$ cat src/rtl/writeback_unit.sv
// Registered writeback stage: picks ALU/link/immediate/load data and drives the
// register-file write port, waiting up to MAX_WAIT cycles for load data.
module writeback_unit #(
    parameter int XLEN     = 32,
    parameter int MAX_WAIT = 8
) (
    input  logic            clk,
    input  logic            reset,
    input  logic            wb_valid,
    output logic            wb_ready,
    input  logic [1:0]      wb_sel,
    input  logic [4:0]      wb_rd,
    input  logic [XLEN-1:0] alu_result,
    input  logic [XLEN-1:0] pc,
    input  logic [XLEN-1:0] imm,
    input  logic [2:0]      ld_funct3,
    input  logic [1:0]      ld_addr_lsb,
    input  logic [XLEN-1:0] mem_rdata,
    input  logic            mem_rvalid,
    output logic            rf_wr_en,
    output logic [4:0]      rf_rd,
    output logic [XLEN-1:0] rf_wr_data,
    output logic            stall,
    output logic            ld_timeout,
    output logic            ld_misalign
);

    localparam logic [0:0] ST_IDLE  = 1'b0;
    localparam logic [0:0] ST_WAIT  = 1'b1;
    localparam logic [1:0] SEL_ALU  = 2'd0;
    localparam logic [1:0] SEL_LINK = 2'd1;
    localparam logic [1:0] SEL_IMM  = 2'd2;
    localparam logic [1:0] SEL_LOAD = 2'd3;
    localparam logic [7:0] CNT_LAST = 8'(MAX_WAIT - 1);

    function automatic logic load_legal(input logic [2:0] f3, input logic [1:0] lsb);
        logic ok;
        case (f3)
            3'b000, 3'b100: ok = 1'b1;
            3'b001, 3'b101: ok = ~lsb[0];
            3'b010:         ok = (lsb == 2'b00);
            default:        ok = 1'b0;
        endcase
        return ok;
    endfunction

    function automatic logic [XLEN-1:0] fmt_load(input logic [2:0] f3, input logic [1:0] lsb,
                                                 input logic [XLEN-1:0] d);
        logic [7:0]      b;
        logic [15:0]     h;
        logic [XLEN-1:0] r;
        b = d[{lsb, 3'b000} +: 8];
        h = d[{lsb[1], 4'b0000} +: 16];
        case (f3)
            3'b000:  r = {{(XLEN-8){b[7]}}, b};
            3'b001:  r = {{(XLEN-16){h[15]}}, h};
            3'b100:  r = {{(XLEN-8){1'b0}}, b};
            3'b101:  r = {{(XLEN-16){1'b0}}, h};
            3'b010:  r = d;
            default: r = '0;
        endcase
        return r;
    endfunction

    logic [0:0]      state_r, state_n;
    logic [7:0]      cnt_r, cnt_n;
    logic [4:0]      ld_rd_r, ld_rd_n;
    logic [2:0]      ld_f3_r, ld_f3_n;
    logic [1:0]      ld_lsb_r, ld_lsb_n;
    logic            wr_s;
    logic            commit_s;
    logic [4:0]      wr_rd_s;
    logic [XLEN-1:0] wr_data_s;
    logic            timeout_n, misalign_n;

    assign wb_ready = (state_r == ST_IDLE);
    assign stall    = (state_r == ST_WAIT);

    // Next-state, write-selection and sticky-flag logic.
    always_comb begin
        state_n    = state_r;
        cnt_n      = cnt_r;
        ld_rd_n    = ld_rd_r;
        ld_f3_n    = ld_f3_r;
        ld_lsb_n   = ld_lsb_r;
        wr_s       = 1'b0;
        wr_rd_s    = 5'd0;
        wr_data_s  = '0;
        timeout_n  = ld_timeout;
        misalign_n = ld_misalign;
        case (state_r)
            ST_IDLE: begin
                if (wb_valid) begin
                    case (wb_sel)
                        SEL_ALU: begin
                            wr_s      = 1'b1;
                            wr_rd_s   = wb_rd;
                            wr_data_s = alu_result;
                        end
                        SEL_LINK: begin
                            wr_s      = 1'b1;
                            wr_rd_s   = wb_rd;
                            wr_data_s = pc + XLEN'(32'd4);
                        end
                        SEL_IMM: begin
                            wr_s      = 1'b1;
                            wr_rd_s   = wb_rd;
                            wr_data_s = imm;
                        end
                        SEL_LOAD: begin
                            if (!load_legal(ld_funct3, ld_addr_lsb)) begin
                                misalign_n = 1'b1;
                            end else if (mem_rvalid) begin
                                wr_s      = 1'b1;
                                wr_rd_s   = wb_rd;
                                wr_data_s = fmt_load(ld_funct3, ld_addr_lsb, mem_rdata);
                            end else begin
                                state_n  = ST_WAIT;
                                cnt_n    = 8'd0;
                                ld_rd_n  = wb_rd;
                                ld_f3_n  = ld_funct3;
                                ld_lsb_n = ld_addr_lsb;
                            end
                        end
                        default: wr_s = 1'b0;
                    endcase
                end else begin
                    state_n = ST_IDLE;
                end
            end
            ST_WAIT: begin
                // Data arriving on the final wait cycle still wins over the timeout.
                if (mem_rvalid) begin
                    wr_s      = 1'b1;
                    wr_rd_s   = ld_rd_r;
                    wr_data_s = fmt_load(ld_f3_r, ld_lsb_r, mem_rdata);
                    state_n   = ST_IDLE;
                end else if (cnt_r == CNT_LAST) begin
                    timeout_n = 1'b1;
                    state_n   = ST_IDLE;
                end else begin
                    cnt_n = cnt_r + 8'd1;
                end
            end
            default: state_n = ST_IDLE;
        endcase
        commit_s = wr_s && (wr_rd_s != 5'd0);
    end

    // State and registered outputs; x0 writes are dropped entirely.
    always_ff @(posedge clk) begin
        if (!reset) begin
            state_r     <= ST_IDLE;
            cnt_r       <= 8'd0;
            ld_rd_r     <= 5'd0;
            ld_f3_r     <= 3'd0;
            ld_lsb_r    <= 2'd0;
            rf_wr_en    <= 1'b0;
            rf_rd       <= 5'd0;
            rf_wr_data  <= '0;
            ld_timeout  <= 1'b0;
            ld_misalign <= 1'b0;
        end else begin
            state_r     <= state_n;
            cnt_r       <= cnt_n;
            ld_rd_r     <= ld_rd_n;
            ld_f3_r     <= ld_f3_n;
            ld_lsb_r    <= ld_lsb_n;
            rf_wr_en    <= commit_s;
            ld_timeout  <= timeout_n;
            ld_misalign <= misalign_n;
            if (commit_s) begin
                rf_rd      <= wr_rd_s;
                rf_wr_data <= wr_data_s;
            end
        end
    end

endmodule

$ cat config.mk
export PLATFORM = sky130hd
export DESIGN_NAME = writeback_unit
export DESIGN_NICKNAME = d
export VERILOG_FILES = /design/src/rtl/writeback_unit.sv
export SDC_FILE = /design/constraint.sdc
export NUM_CORES = 1
export LEC_CHECK = 0
export CORE_ASPECT_RATIO = 0.6
export CORE_MARGIN = 8
export CORE_UTILIZATION = 50
export CTS_CLUSTER_DIAMETER = 120
export CTS_CLUSTER_SIZE = 10
export DETAILED_ROUTE_END_ITERATION = 8
export PLACE_DENSITY = 0.89
export SLEW_MARGIN = 20
export SYNTH_ARGS = -nofsm -noshare
export SYNTH_HDL_FRONTEND = slang
export SYNTH_SLANG_ARGS = --single-unit
$ cat constraint.sdc
create_clock -name clk -period 3.4 [get_ports clk]
set_clock_uncertainty 0.2 [all_clocks]
set_input_delay 0.34 -clock clk [delete_from_list [all_inputs] [get_ports clk]]
set_output_delay 0.34 -clock clk [all_outputs]
set_load 0.005 [all_outputs]
* Word-level counts from Yosys, hierarchy flattened
Cells that the tools add are included.
** Word-level totals
- Output and inout port bits :: 42
- Register bits :: 59
- Latch bits :: 0
- Bits in read-only memories :: 0
- RAM bits :: 0
- Logic and storage cells :: 88
- Memories kept :: 0
- Bits of input ports :: 144
** Operators by class
- Mux-type cells :: 37
- Shift-type cells :: 4
- Div/mod/pow operators :: 0
- Multiply operators :: 0
- Reduce and logical (&&, ||, !) cells :: 13
- Equality and inequality tests :: 18
- $lt $le $gt $ge :: 0
- Bitwise logic cells :: 4
- Add/sub/neg operators :: 2
** Operator list (count)
- one-hot mux 32 bit (5 select lines) :: 2
- two-way mux 32 bit :: 4
- one-hot mux 32 bit (4 select lines) :: 1
- one-hot mux 32 bit (2 select lines) :: 1
- indexed part select 32 x 6 -> 16 bit :: 2
- indexed part select 32 x 6 -> 8 bit :: 2
- two-way mux 8 bit :: 6
- adder 32 x 3 -> 32 bit (second input constant) :: 1
- two-way mux 5 bit :: 4
- one-hot mux 5 bit (2 select lines) :: 2
- one-hot mux 8 bit (2 select lines) :: 1
- == test 3 bit (second input constant) :: 4
- two-way mux 1 bit :: 12
- adder 8 x 1 -> 8 bit (second input constant) :: 1
- == test 8 x 3 -> 1 bit (second input constant) :: 1
- inequality test 2 bit (second input constant) :: 4
- == test 3 x 1 -> 1 bit (second input constant) :: 2
- == test 3 x 2 -> 1 bit (second input constant) :: 2
- zero test 3 bit :: 2
- one-hot mux 1 bit (2 select lines) :: 3
- AND reduction 6 bit :: 1
- AND reduction 5 bit :: 1
- nonzero test 5 bit :: 1
- == test 2 bit (second input constant) :: 2
- other kinds (10) :: 16

* Longest topological paths before layout
Gate-level depths: netlist (run 1).
- Depth after elaboration :: 12
- Gate-level depth with buffers :: 10
- Mapped depth without buffers :: 7

* Worst setup path before layout (run 1)
OpenSTA, ideal clock, no wires.
- Path type :: input port to flip-flop
- Start point :: input ld_funct3[2]
- End point :: register cnt_r[4]
- Setup time :: 0.120 ns
- Setup slack :: 1.076 ns
- Buffers on the path :: 2
- Stages :: 8
- Arrival :: 2.004 ns
- Required time :: 3.080 ns
- Cell sequence :: buf_2 or4_4 a2111oi_4 or2_1 buf_4 nand4_1 xor2_1 nor2_1
** Between the ends
- Longest elaborated chain between the ends :: 8
** Ends and longest elaborated chain
- start: declaration :: RTL line 16 : input logic [2:0] ld_funct3,
- == test 3 bit (tied with other cells) :: RTL line 38 : case (f3)
- OR reduction 2 bit :: RTL line 38
- one-hot mux 1 bit (3 select lines) * :: RTL line 38
- two-way mux 1 bit * :: RTL line 94 : case (wb_sel)
- two-way mux 1 bit * :: RTL line 93 : if (wb_valid) begin
- two-way mux 1 bit * :: RTL line 91 : case (state_r)
- inequality test 2 x 1 -> 1 bit (no source line) *
- AND reduction 6 bit (no source line) *
- end signal: assignment :: RTL line 165 : cnt_r <= cnt_n;
- end: declaration :: RTL line 66 : logic [7:0] cnt_r, cnt_n;
Mark *: on every way between the ends. The rest lies on a longest branch, timed or not. The select of a mux whose other input is x is not followed.
A chain may end at the register's enable or synchronous reset.

* Final worst setup path (run 1)
- Start point :: input ld_addr_lsb[1]
- End point :: register rf_wr_data[29]
** Between the ends
- Longest elaborated chain between the ends :: 11
** Ends and longest elaborated chain
- start: declaration :: RTL line 17 : input logic [1:0] ld_addr_lsb,
- parallel branches: the longest is 11 deep, another holds indexed part select 32 x 6 -> 16 bit
- end signal: assignment :: RTL line 174 : rf_wr_data <= wr_data_s;
- end: declaration :: RTL line 22 : output logic [XLEN-1:0] rf_wr_data,
Parallel ways; which one is timed is not known. The select of a mux whose other input is x is not followed.

==> parameters.txt, run 1 <==
Parameter                              Value

STA
  Final Critical Period ... 2810 ps
  Worst slew pin tran ... about 720 ps
  Number of pins exceeding their max-slew limit in the final report ... 0
  Sum of negative setup slack ... 0 ps
  Number of failing hold endpoints at the final stage ... 0
  Peak clock frequency supported by timing ... around 360 MHz
  Final setup violation count ... 0
  Smallest hold slack ... between 200 and 300 ps
  Worst-case headroom to the max-slew limit ... between 50% and 60%
  Final worst path period share ... between 80% and 90%
  Setup repair after global routing missed its margin ... no

Finish
  Final-stage net count ... just under 1k
  Syn-to-layout area delta ... 45.9%
  Area taken by flip-flops and latches ... approximately 1200 um^2
  Fraction of layout instances using a drive strength above 1 ... between 10% and 20%
  Cell area after layout ... approximately 7400 um^2
  Most frequent cells in the layout ... sky130_fd_sc_hd__clkdlybuf4s50_1 (185), sky130_fd_sc_hd__o21ai_0 (63), sky130_fd_sc_hd__dfxtp_1 (59)
  Most common cell after layout, fill and taps aside ... sky130_fd_sc_hd__clkdlybuf4s50_1
  Diodes inserted ... 0
  Combined area of the multi-input logic cells ... 3650 um^2
  Filler cell count ... approximately 740
  Final std cells w/o fill ... just under 1k

Setup path
  Arrival time at the worst endpoint ... around 2800 ps
  Critical Path Fanout Max ... 11
  Critical Path Slowest Stage Cell ... sky130_fd_sc_hd__clkdlybuf4s50_1
  CP Data Required Time ... around 3400 ps
  Delay of the slowest cell on the worst path ... 630 ps
  Kind of critical path ... in2reg
  Endpoint kind of the worst setup timing path ... flip-flop
  Cell repeated most along the worst path ... sky130_fd_sc_hd__a21oi_1
  Launching element type of the critical path ... primary input
  Cell Chain, Critical Path ... clkdlybuf4s50_1 -> buf_4 -> mux2_2 -> a22oi_2 -> a31o_2 -> a21oi_1 -> a221oi_1 -> a21oi_1

Yosys
  Synthesized area per cell ... about 7.6 um^2
  Number of synthesized register bits ... 59
  Syn_nets ... 818
  Number of distinct library cells after synthesis ... 66
  Instance count of the mapped netlist ... roughly 670
  Share of synthesized flip-flops with an asynchronous set or reset ... 0%
  Number of synthesis warnings ... 0
  EDFF count, synth ... 0
  Synth Cell Area ... 5090 um^2
  Primary FF master, synth ... sky130_fd_sc_hd__dfxtp_1
  Post-synthesis sequential area ratio ... between 20% and 30%

Die
  Initial standard-cell utilization of the core ... about half
  Number of top-level pins ... approximately 190
  Placement row count ... 28
  Standard cell core area ... approximately 9900 um^2
  Die height ... roughly 94 um
  Die width ... ~150 um
  Die area ... between 10000 and 15000 um^2

Routing
  Routed len/inst ... ~26 um
  Wire length on met2 ... 10200 um
  Total routed wire length on the met1 layer ... between 10000 and 15000 um
  Number of nets with antenna violations after detailed routing ... 0
  Final routed DRC violation total ... 3
  Iteration-0 DRC count of the detailed router ... approximately 1.3k
  Vias per cell ... 6.96
  Number of optimization iterations in the first detailed-route pass ... 9
  Count of vias placed by the detailed router ... 6862
  Topmost layer with routed signal wires ... met5
  Met3 wirelength from detailed routing ... around 4400 um
  Final routed wirelength across all metal layers ... 25400 um

Placement
  Dpl cell area ... between 7000 and 8000 um^2
  Cell count after placement ... slightly below 1k
  Weighted congestion reported at the end of routability-driven placement ... between 1 and 1.5
  Half-perimeter wire length after placement ... around 20000 um
  IO Port Bufs ... 185

GRT
  Via count of the first global-routing pass ... 6435
  Total congestion overflow ... 0
  First-pass GRT wire length ... approximately 38000 um
  Overall Global Routing Usage ... a little over a third
  Initial antenna violation count ... 1
  Maximum number of pins on one net before global-route repair ... between 50 and 60

Worst hold path
  Min-Delay Path Class ... reg2reg

Outcome
  Result of the run ... complete, but fails checks
  Failing checks ... DRC

Power
  Leakage dissipation ... approximately 2.6 nW
  Power density normalized to cell area ... about 320 nW/um^2
  Maximum vdd ir drop ... between 0.0002 and 0.00025 V

Clock network
  Clock-pin slew on the worst setup and hold paths ... roughly 60 ps
  Count of hold buffers inserted by post-cts repair ... 0
  Maximum level of the CTS H-tree ... 3
  Clock root buffer ... sky130_fd_sc_hd__clkbuf_16
  Number of CTS-inserted buffers ... 9
  Max clock buf depth ... 2
  Later-pin clock latency in the skew report ... 340 ps
  Number of sinks handled by clock tree synthesis ... 59
  Post-CTS setup buffers ... 0
  TritonCTS clock tree ... yes
  Number of cells upsized or downsized after cts ... 0

Run
  Max_cap viols ... 0
-- state kept, by name (all words and copies together) (netlist names), 2 cells and up --
signal / cells
rf_rd: 5
ld_lsb_r: 2
cnt_r: 8
ld_f3_r: 3
rf_wr_data: 32
ld_rd_r: 5
-- logic make-up (layout without fill, tap and decap cells) --
family | Yosys count | after routing | share of synthesized area [%]
AO/OA/AOI/OAI | 257 | 257 | 35.2
adder cells (fa/ha/maj) | 2 | 2 | 0.491
multiplexers | 37 | 37 | 7.83
AND/OR/NAND/NOR | 220 | 220 | 22.6
XOR/XNOR | 30 | 30 | 5.16
buffers and inverters | 67 | 246 | 5.45
flip-flops | 59 | 59 | 23.2
-- area by class of cell --
cell class / count / area share [%]
Timing Repair Buffer: 219 / 28.5
Multi-Input combinational cell: 546 / 49.0
Sequential cell: 59 / 15.9
Clock buffer: 9 / 3.03
Clock inverter: 7 / 0.707
Inverter: 11 / 0.555
Tap cell: 135 / 2.27
-- per-layer routing --
metal	track usage (%)	vias up
met5	0	-
met4	10.1	2
met3	13.7	88
met2	50.9	672
met1	47.8	3150
li1	-	2950
-- cells in the mapped netlist, types with 6 or more instances --
| cell | count | area share [%] |
|---|---|---|
| sky130_fd_sc_hd__nor2_1 | 44 | 3.2 |
| sky130_fd_sc_hd__nor4_1 | 10 | 1.2 |
| sky130_fd_sc_hd__nand3_1 | 21 | 2.1 |
| sky130_fd_sc_hd__o21a_1 | 8 | 1.2 |
| sky130_fd_sc_hd__o221ai_1 | 13 | 2.2 |
| sky130_fd_sc_hd__o21ai_0 | 63 | 6.2 |
| sky130_fd_sc_hd__xor2_1 | 16 | 2.8 |
| sky130_fd_sc_hd__mux2_2 | 13 | 2.9 |
| sky130_fd_sc_hd__nor3_1 | 11 | 1.1 |
| sky130_fd_sc_hd__a211oi_1 | 13 | 1.9 |
| sky130_fd_sc_hd__nand2b_1 | 6 | 0.74 |
| sky130_fd_sc_hd__inv_1 | 10 | 0.74 |
| sky130_fd_sc_hd__or4_1 | 8 | 1.2 |
| sky130_fd_sc_hd__xnor2_1 | 14 | 2.4 |
| sky130_fd_sc_hd__nand2_1 | 45 | 3.3 |
| sky130_fd_sc_hd__a21oi_1 | 51 | 5.0 |
| sky130_fd_sc_hd__nand4_1 | 13 | 1.6 |
| sky130_fd_sc_hd__a21o_1 | 9 | 1.3 |
| sky130_fd_sc_hd__o22ai_1 | 8 | 0.98 |
| sky130_fd_sc_hd__a222oi_1 | 14 | 2.8 |
| sky130_fd_sc_hd__buf_2 | 9 | 0.88 |
| sky130_fd_sc_hd__and3_1 | 8 | 0.98 |
| sky130_fd_sc_hd__a221oi_1 | 16 | 2.8 |
| sky130_fd_sc_hd__nor2b_1 | 28 | 3.4 |
| sky130_fd_sc_hd__clkbuf_1 | 44 | 3.2 |
| sky130_fd_sc_hd__and2_1 | 6 | 0.74 |
| sky130_fd_sc_hd__dfxtp_1 | 59 | 23 |
| sky130_fd_sc_hd__o221a_2 | 6 | 1.3 |
| sky130_fd_sc_hd__mux2i_1 | 23 | 4.5 |
| sky130_fd_sc_hd__a31oi_1 | 10 | 1.2 |
-- where the power goes --
part | switching, mW | internal (mW) | leakage, nW | total, mW
clock | 0.381 | 0.497 | 0.136 | 0.877
sequential | 0.0328 | 0.732 | 0.483 | 0.765
combinational | 0.355 | 0.373 | 2.00 | 0.728
-- path summary, 6_finish.rpt --
kind | startpoint | to | slack [ps] | depth (start not counted)
min reg2reg | ld_misalign$_SDFFE_PN0P_ | ld_misalign$_SDFFE_PN0P_ | 270 | 1
min | ld_misalign$_SDFFE_PN0P_ | ld_misalign$_SDFFE_PN0P_ | 270 | 1
max | ld_addr_lsb[1] | rf_wr_data[29]$_SDFFE_PN0P_ | 590 | 8
max reg2reg | ld_lsb_r[1]$_SDFFE_PN0P_ | rf_wr_data[16]$_SDFFE_PN0P_ | 660 | 7
-- through the flow --
stage          setup slack (ps)  utilization, %  power [mW]
3_3_place_gp                402            72.5        1.46
4_1_cts                     680            75.3        2.34
6_report                    590            75.3        2.37
3_5_place_dp                320            72.5        1.47
2_1_floorplan              1080               -        1.07
5_1_grt                     515            75.3        2.43
-- critical path: cells and delay by family --
family	cells	cell delay, ps
buffers and inverters	2	900
AOI/OAI and AO/OA	5	1210
muxes	1	370
(Power assumes the default switching activity.)
==> run 2, diff against run 1 <==
Settings changed: CORE_UTILIZATION 50 to 42, PLACE_DENSITY 0.89 to 0.8.
Clock period 3.4 ns to 2.4 ns, I/O delays scaled along.
==> run 2 against run 1 <==
  * The run now ends clean
  * Die area increased by 16%
  * Cell area is 17% higher
  * Sequential power is 41% higher
  * Clock power up 56%
  * Wire length rose by 9.6%
  * Critical endpoint is now rf_wr_data[20]$_SDFFE_PN0P_
  * Cell count is 17% higher
==> parameters.txt, run 2 (synthesis results as in run 1) <==
Parameter                              Value

Finish
  Final std cells w/o fill ... 1149 (was 986)
  Diodes inserted ... 0 (unchanged)
  Registers with the highest flip-flop counts ... rf_wr_data: 32 flops, cnt_r: 8 flops (unchanged)
  Most frequent cells in the layout ... sky130_fd_sc_hd__clkdlybuf4s50_1 (182), sky130_fd_sc_hd__buf_4 (157), sky130_fd_sc_hd__o21ai_0 (62) (was sky130_fd_sc_hd__clkdlybuf4s50_1 (185), sky130_fd_sc_hd__o21ai_0 (63), sky130_fd_sc_hd__dfxtp_1 (59))
  Syn-to-layout area delta ... 70.2% (was 45.9%)
  Fraction of layout instances using a drive strength above 1 ... 23.9% (was 10.2%)
  Utilization after layout ... 72.6% (was 75.3%)
  Register name with the most flops ... rf_wr_data (unchanged)
  Largest register FFs ... 32 (unchanged)
  Final-stage net count ... 1125 (was 992)
  Cell area after layout ... 8670 um^2 (was 7440 um^2)
  Filler cell count ... 954 (was 735)
  Most common cell after layout, fill and taps aside ... sky130_fd_sc_hd__clkdlybuf4s50_1 (unchanged)
  Combined area of the multi-input logic cells ... 3720 um^2 (was 3650 um^2)
  Area taken by flip-flops and latches ... 1180 um^2 (about the same)

Routing
  Iteration-0 DRC count of the detailed router ... 898 (was 1348)
  Number of nets with antenna violations after detailed routing ... 0 (unchanged)
  Number of optimization iterations in the first detailed-route pass ... 9 (unchanged)
  Routed len/inst ... 24.2 um (was 25.8 um)
  Count of vias placed by the detailed router ... 7192 (was 6862)
  Final routed wirelength across all metal layers ... 27900 um (was 25400 um)
  Final routed DRC violation total ... 0 (was 3)
  Vias per cell ... 6.26 (was 6.96)

Placement
  Dpl cell area ... 8260 um^2 (was 7160 um^2)
  Half-perimeter wire length after placement ... 22400 um (was 19400 um)
  Worst slack after detailed placement ... -464 ps (was 320 ps)
  IO Port Bufs ... 185 (unchanged)
  Cell count after placement ... 1130 (was 970)
  Weighted congestion reported at the end of routability-driven placement ... 1.02 (was 1.01)

GRT
  Maximum number of pins on one net before global-route repair ... 55 (unchanged)
  First-pass GRT wire length ... 41800 um (was 38200 um)
  Initial antenna violation count ... 1 (unchanged)
  Total congestion overflow ... 0 (unchanged)
  Via count of the first global-routing pass ... 7158 (was 6435)
  Overall Global Routing Usage ... 34.1% (was 35.3%)

Setup path
  Launching element type of the critical path ... primary input (unchanged)
  Launching element of the worst setup path ... ld_funct3[2] (was ld_addr_lsb[1])
  Arrival time at the worst endpoint ... 2430 ps (was 2830 ps)
  Kind of critical path ... in2reg (unchanged)
  Endpoint kind of the worst setup timing path ... flip-flop (unchanged)
  Worst R2R Start ... ld_f3_r[2]$_SDFFE_PN0P_ (was ld_lsb_r[1]$_SDFFE_PN0P_)
  Critical Path Fanout Max ... 5 (was 11)
  CP Data Required Time ... 2480 ps (was 3420 ps)
  Cells on worst reg2reg path ... 7 (unchanged)

STA
  Final setup violation count ... 0 (unchanged)
  Worst-case headroom to the max-slew limit ... 66.8% (was 52.0%)
  Peak clock frequency supported by timing ... about 430 MHz
  Number of pins exceeding their max-slew limit in the final report ... 0 (unchanged)
  Sum of negative setup slack ... 0 ps (unchanged)
  Final worst path period share ... slightly below 100%
  Post-route worst setup slack ... 51.4 ps (was 590 ps)
  Smallest hold slack ... 266 ps (was 272 ps)
  Worst slew pin tran ... 497 ps (was 719 ps)
  Number of failing hold endpoints at the final stage ... 0 (unchanged)
  Final Critical Period ... around 2300 ps

Die
  Number of top-level pins ... 186 (unchanged)
  Die area ... 16000 um^2 (was 13800 um^2)
  Placement row count ... 31 (was 28)
  Standard cell core area ... 11900 um^2 (was 9880 um^2)
  Initial standard-cell utilization of the core ... 42.6% (was 51.6%)
  Die width ... 158 um (was 146 um)
  Die height ... 101 um (was 94.2 um)

Worst hold path
  Hold path startpoint ... ld_misalign$_SDFFE_PN0P_ (unchanged)
  Worst hold path stage count ... 1 (unchanged)
  Min-Delay Path Class ... reg2reg (unchanged)

Clock network
  Count of hold buffers inserted by post-cts repair ... 0 (unchanged)
  Maximum level of the CTS H-tree ... 3 (unchanged)
  Number of CTS-inserted buffers ... 9 (unchanged)
  Number of sinks handled by clock tree synthesis ... 59 (unchanged)
  Later-pin clock latency in the skew report ... 340 ps (about the same)
  Max clock buf depth ... 2 (unchanged)
  Clock-pin slew on the worst setup and hold paths ... 60 ps (about the same)
  TritonCTS clock tree ... yes (unchanged)
  Clock root buffer ... sky130_fd_sc_hd__clkbuf_16 (unchanged)

Power
  Power density normalized to cell area ... 425 nW/um^2 (was 319 nW/um^2)
  Power after layout ... 3.68 mW (was 2.37 mW)
  Leakage dissipation ... 3.34 nW (was 2.62 nW)
  Maximum vdd ir drop ... 0.000378 V (was 0.000242 V)

Outcome
  Result of the run ... completed (was complete, but fails checks)

Run
  Max_cap viols ... 0 (unchanged)
[run 2: repair_timing]
item                       in CTS  in global routing
gates resized for setup         5                 17
cloned                          0                  0
pin swaps                       0                  4
setup endpoints to repair       8                 35
setup buffers                   0                  3
[run 2: worst paths after layout]
path                                                     to  slack, ps
worst max-delay path            rf_wr_data[20]$_SDFFE_PN0P_         50
worst min register to register     ld_misalign$_SDFFE_PN0P_        270
worst max register to register  rf_wr_data[26]$_SDFFE_PN0P_        120
worst min-delay path               ld_misalign$_SDFFE_PN0P_        270
[run 2: layout make-up]
type	count	share of cell area [%]
clock buffer	9	2.60
clock inverter	7	0.894
tap	165	2.38
timing repair buffer	352	37.1
multi-input combinational	546	42.9
sequential	59	13.6
inverter	11	0.476
[run 2: layer usage]
metal	part of all wire (%)	up-vias	GRT usage, %
li1	-	3210	-
met1	43	3344	47.2
met2	40	564	48.4
met3	15	72	13.0
met4	2.2	2	8.94
met5	0.043	-	0
[run 2: power by group]
| group | total, mW | switching, mW | internal (mW) | leakage [nW] |
|---|---|---|---|---|
| clock network | 1.37 | 0.555 | 0.813 | 0.151 |
| registers | 1.08 | 0.0396 | 1.04 | 0.484 |
| logic | 1.24 | 0.560 | 0.677 | 2.70 |
[run 2: critical path: stages]
cell and delay (ps):
sky130_fd_sc_hd__clkdlybuf4s50_1 480, sky130_fd_sc_hd__or4_4 500, sky130_fd_sc_hd__a211o_4 390, sky130_fd_sc_hd__a21oi_4 300, sky130_fd_sc_hd__a211oi_1 110, sky130_fd_sc_hd__a21oi_1 200
sky130_fd_sc_hd__o221a_1 210
